[src/rtl/mult_sequencer.sv]
// mult_sequencer
// Control sequencer for the 8-bit shift-add signed multiplier datapath.
// Turns the ClearA_LoadB / Run operator requests into per-cycle strobes
// for the XA register, B register and the 9-bit add/subtract unit.
// Runs N_BITS add/shift iterations (the last add is a subtract for
// two's-complement multipliers), then holds the product until Run drops.
//
// Ports:
//   Clk           system clock, rising edge
//   Reset         asynchronous active-high reset, forces IDLE
//   Run           level request to start a multiply
//   ClearA_LoadB  clear XA and load B from the switches (IDLE only)
//   M             current B[0] from the register unit
//   Clr_XA        clear X and A
//   Ld_B          load B from switch data
//   Ld_XA         load adder result into X and A
//   Shift_En      arithmetic right shift of X:A:B
//   Sub_Add       1 = adder subtracts S, 0 = adder adds S
//   Busy          high in START, ADD and SHIFT
//   Done          high in HOLD
//   Count         current iteration index, 0 to N_BITS-1
module mult_sequencer #(
  parameter int N_BITS = 8,
  localparam int CW = (N_BITS > 1) ? $clog2(N_BITS) : 1
) (
  input  logic          Clk,
  input  logic          Reset,
  input  logic          Run,
  input  logic          ClearA_LoadB,
  input  logic          M,
  output logic          Clr_XA,
  output logic          Ld_B,
  output logic          Ld_XA,
  output logic          Shift_En,
  output logic          Sub_Add,
  output logic          Busy,
  output logic          Done,
  output logic [CW-1:0] Count
);

  localparam logic [2:0] IDLE  = 3'd0;
  localparam logic [2:0] START = 3'd1;
  localparam logic [2:0] ADD   = 3'd2;
  localparam logic [2:0] SHIFT = 3'd3;
  localparam logic [2:0] HOLD  = 3'd4;

  localparam logic [CW-1:0] LAST = CW'(N_BITS - 1);

  logic [2:0]    state_r;
  logic [2:0]    state_next_s;
  logic [CW-1:0] count_r;
  logic [CW-1:0] count_next_s;
  logic          last_s;

  assign last_s = (count_r == LAST);
  assign Count  = count_r;

  // Next-state and iteration-counter logic.
  always_comb begin
    state_next_s = state_r;
    count_next_s = count_r;
    case (state_r)
      IDLE: begin
        // ClearA_LoadB wins over Run; loading B keeps us in IDLE.
        if (ClearA_LoadB) begin
          state_next_s = IDLE;
        end else if (Run) begin
          state_next_s = START;
        end else begin
          state_next_s = IDLE;
        end
      end
      START: begin
        count_next_s = '0;
        state_next_s = ADD;
      end
      ADD: begin
        state_next_s = SHIFT;
      end
      SHIFT: begin
        if (last_s) begin
          state_next_s = HOLD;
        end else begin
          count_next_s = count_r + CW'(1);
          state_next_s = ADD;
        end
      end
      HOLD: begin
        // No auto-restart: Run must drop before another multiply.
        if (Run) begin
          state_next_s = HOLD;
        end else begin
          state_next_s = IDLE;
        end
      end
      default: begin
        state_next_s = IDLE;
        count_next_s = '0;
      end
    endcase
  end

  // State and counter registers with asynchronous reset.
  always_ff @(posedge Clk or posedge Reset) begin
    if (Reset) begin
      state_r <= IDLE;
      count_r <= '0;
    end else begin
      state_r <= state_next_s;
      count_r <= count_next_s;
    end
  end

  // Output decode. Gated by Reset so an IDLE load request cannot leak
  // strobes while reset is held; Ld_XA is Mealy on M during ADD.
  always_comb begin
    Clr_XA   = 1'b0;
    Ld_B     = 1'b0;
    Ld_XA    = 1'b0;
    Shift_En = 1'b0;
    Sub_Add  = 1'b0;
    Busy     = 1'b0;
    Done     = 1'b0;
    if (!Reset) begin
      case (state_r)
        IDLE: begin
          if (ClearA_LoadB) begin
            Ld_B   = 1'b1;
            Clr_XA = 1'b1;
          end else begin
            Ld_B   = 1'b0;
            Clr_XA = 1'b0;
          end
        end
        START: begin
          Clr_XA = 1'b1;
          Busy   = 1'b1;
        end
        ADD: begin
          Ld_XA   = M;
          Sub_Add = last_s;
          Busy    = 1'b1;
        end
        SHIFT: begin
          Shift_En = 1'b1;
          Busy     = 1'b1;
        end
        HOLD: begin
          Done = 1'b1;
        end
        default: begin
          Done = 1'b0;
        end
      endcase
    end else begin
      Clr_XA   = 1'b0;
      Ld_B     = 1'b0;
      Ld_XA    = 1'b0;
      Shift_En = 1'b0;
      Sub_Add  = 1'b0;
      Busy     = 1'b0;
      Done     = 1'b0;
    end
  end

endmodule

[config.mk]
export PLATFORM = sky130hd
export DESIGN_NAME = mult_sequencer
export DESIGN_NICKNAME = d
export VERILOG_FILES = /design/src/rtl/mult_sequencer.sv
export SDC_FILE = /design/constraint.sdc
export NUM_CORES = 1
export LEC_CHECK = 0
export CAP_MARGIN = 5
export CORE_AREA = 2 2 39 41
export CTS_CLUSTER_SIZE = 16
export DETAILED_ROUTE_END_ITERATION = 12
export DIE_AREA = 0 0 41 43
export PLACE_DENSITY = 0.72
export SYNTH_ARGS = -nofsm -noshare
export SYNTH_HDL_FRONTEND = slang
export SYNTH_SLANG_ARGS = --single-unit
[constraint.sdc]
create_clock -name Clk -period 1.4 [get_ports Clk]
set_input_delay 0.28 -clock Clk [delete_from_list [all_inputs] [get_ports Clk]]
set_output_delay 0.28 -clock Clk [all_outputs]
set_load 0.02 [all_outputs]
==> flow_summary.ini <==
[outcome]
status = complete, but fails checks
violations = setup timing

[critical_path]
critPathKind = flip-flop to output port
crit_arrival_ps = 1250
cpPeakStageDelay_ps = 380
crit_required_ps = 1120
cp_max_fo = 6
crit_chain = or2_4, nor3_4, buf_6
start_kind = flip-flop
cp_slowest_cell = dfrtp_1
endpoint_kind = output port

[yosys]
synth_top_family_by_area = simple AND/OR/NAND/NOR gates
synth.area.mux_share_pct = 0
synth_cell_type_count = 25
synth.avg_cell_area_um2 = 9.50
ys_seq_area_share_pct = 32.3
syn-num-nets = 56
netlist_area_um2 = 465
ys_seq_elements = 6
yosys.area_share.xor_xnor_pct = 0
synthCells = 49
synth_fa_ha_area_share_pct = 5.38
synthSimpleGateAreaFrac_pct = 39.8
yosys_warnings = 0
synth_compound_area_share_pct = 12.1

[sta]
relSlewSlack_pct = 85.5
whs_ps = 159
clock.fmax_ghz = 0.654
timing.final.ws_setup_ps = -130
fin_crit_sh_pct = 109
setup-violations-final = 6
hold_viol = 0
finClkSkew_ps = 2.14
min_period_ps = 1530
tightestPinTransition_ps = 217
grt_setup_unrepaired = true
slew_viol_final = 0

[detailed_routing]
top_layer_used = met4
routed_via_density = 5.02
route.met2.wl_um = 667
drtPass1Iterations = 4
post_drt_wl_per_cell_um = 13.0
wl_met3_um = 21
drc = 0
num_vias = 472
drt_iter0_markers = 7
drt-met1-wl_um = 506
antenna_left = 0
finalWirelength_um = 1220

[final_layout]
drive_gt1_share_pct = 60.3
regArea_um2 = 154
area_growth_pct = 77.2
stdcell_count = 94
finalNetCount = 87
fillers = 126
antennaDiodeCount = 0
multi_input_area_um2 = 342

[clock_tree]
clkTransAtPathRegs_ps = 50
cts-root-buf = clkbuf_4
cts_max_level = 1
ctsHoldBuffers = 0
clock-sinks = 6
cts_buffer_depth = 2
cts_tree = done
worstSkewPairLatency_ps = 240
numCtsBuffers = 3

[placed_design]
hpwlAfterDp_um = 870
dpl_worst_slack_ps = -767
port-buffer-count = 14
globalplace.congestion = 0.780
dp.cells = 89

[power_and_ir_drop]
power.total_w = 0.00168
peakVddDrop_uv = 1070
power_per_cell_area_nw_per_um2 = 2040
total_leakage_power_nw = 0.369

[grt]
grt_pass1_wl_um = 2090
grt_pass1_vias = 490
antenna_found_initial = 0
grt_max_degree = 9
grt_overflow = 0
grt_usage_pct = 17.3

[flow_run]
cap_violations = 0

[die]
rows = 14
die-area_um2 = 1760
core_um2 = 1380
die_h_um = 43
start_util_pct = 33.6
pin_count = 15
die_x_um = 41

[min_path]
hp-class = input pin to async pin
==> through the flow <==
step	area (um2)	setup TNS [ps]	util, %
after floorplan	489	-29.2	-
after global placement	726	-4760	52.4
after detailed placement	726	-4870	52.4
after CTS	788	-598	57.0
after global routing	825	-924	59.6
final	825	-546	59.6
==> cells in the final DEF, fill, tap and decap left out, types with 3 or more instances in the layout <==
cell type	Yosys	layout
buf_4	1	14
buf_6	3	8
dfrtp_2	0	3
dfrtp_1	6	3
o21ai_0	3	3
nor3_4	2	3
nor2_1	6	3
clkbuf_4	0	3
clkdlybuf4s50_1	0	3
==> kinds of logic after synthesis <==
kind of cell | after synthesis
and+or+nand+nor | 27
AOI/OAI and AO/OA | 8
buffers and inverters | 6
DFF | 6
adders and majority gates | 2
==> critical path: cells and delay by family (launching register included) <==
kind                   cells  cell delay [ps]
and+or+nand+nor            2              490
DFF                        1              380
buffers and inverters      1              140
==> layer usage <==
metal / global-route usage, % / vias up
met5: 0 / -
met4: 8.67 / 0
met3: 3.66 / 2
met2: 25.3 / 9
met1: 23.1 / 231
li1: - / 230
==> report_power, final <==
group,switching [W],internal [W]
registers,0.0000802,0.000259
clock network,0.0000636,0.0000971
logic,0.000556,0.000628
==> flip-flops by register name (all words and copies together), names as in the netlist <==
register and count:
Count 3, state_r 3
==> area by class of cell <==
class | count | area share [%]
clock buffers | 3 | 2.73
flip-flops and latches | 6 | 18.7
well taps | 16 | 2.43
multi-input cells | 37 | 41.4
inverters | 2 | 0.910
repair buffers | 30 | 33.8
==> cells in the mapped netlist <==
cell type / count / area (um2)
a211o_1: 1 / 8.76
a211oi_1: 1 / 7.51
a21oi_1: 2 / 10.0
a221oi_2: 1 / 15.0
and2b_1: 1 / 7.51
and3_1: 2 / 12.5
buf_4: 1 / 7.51
buf_6: 3 / 33.8
dfrtp_1: 6 / 150
ha_1: 2 / 25.0
inv_1: 2 / 7.51
nand2_1: 4 / 15.0
nand2b_1: 1 / 6.26
nand3_1: 1 / 5.00
nor2_1: 6 / 22.5
nor2b_1: 2 / 12.5
nor3_1: 2 / 10.0
nor3_2: 1 / 10.0
nor3_4: 2 / 32.5
nor3b_1: 1 / 7.51
nor4_4: 1 / 21.3
nor4b_1: 1 / 8.76
o21ai_0: 3 / 15.0
or2_1: 1 / 6.26
or2b_1: 1 / 7.51
==> repair_timing <==
action	CTS	global route
setup endpoints to repair	12	12
resized for setup	52	14
endpoints found under the hold margin	0	0
setup buffers	1	1
pin swaps	3	3
==> final timing paths <==
kind | startpoint | to | slack (ps) | cells past startpoint
max | state_r[2]$_DFF_PP0_ | Clr_XA | -130 | 3
min | Reset | state_r[0]$_DFF_PP0_ | 160 | 3
max reg2reg | Count[0]$_DFFE_PP0P_ | Count[1]$_DFFE_PP0P_ | 20 | 6
min reg2reg | state_r[2]$_DFF_PP0_ | state_r[0]$_DFF_PP0_ | 600 | 2
max in group asynchronous | Reset | Count[1]$_DFFE_PP0P_ | 1110 | 3
min in group Clk | state_r[2]$_DFF_PP0_ | state_r[0]$_DFF_PP0_ | 600 | 2
Note: power is estimated with default switching activity, not from simulation.
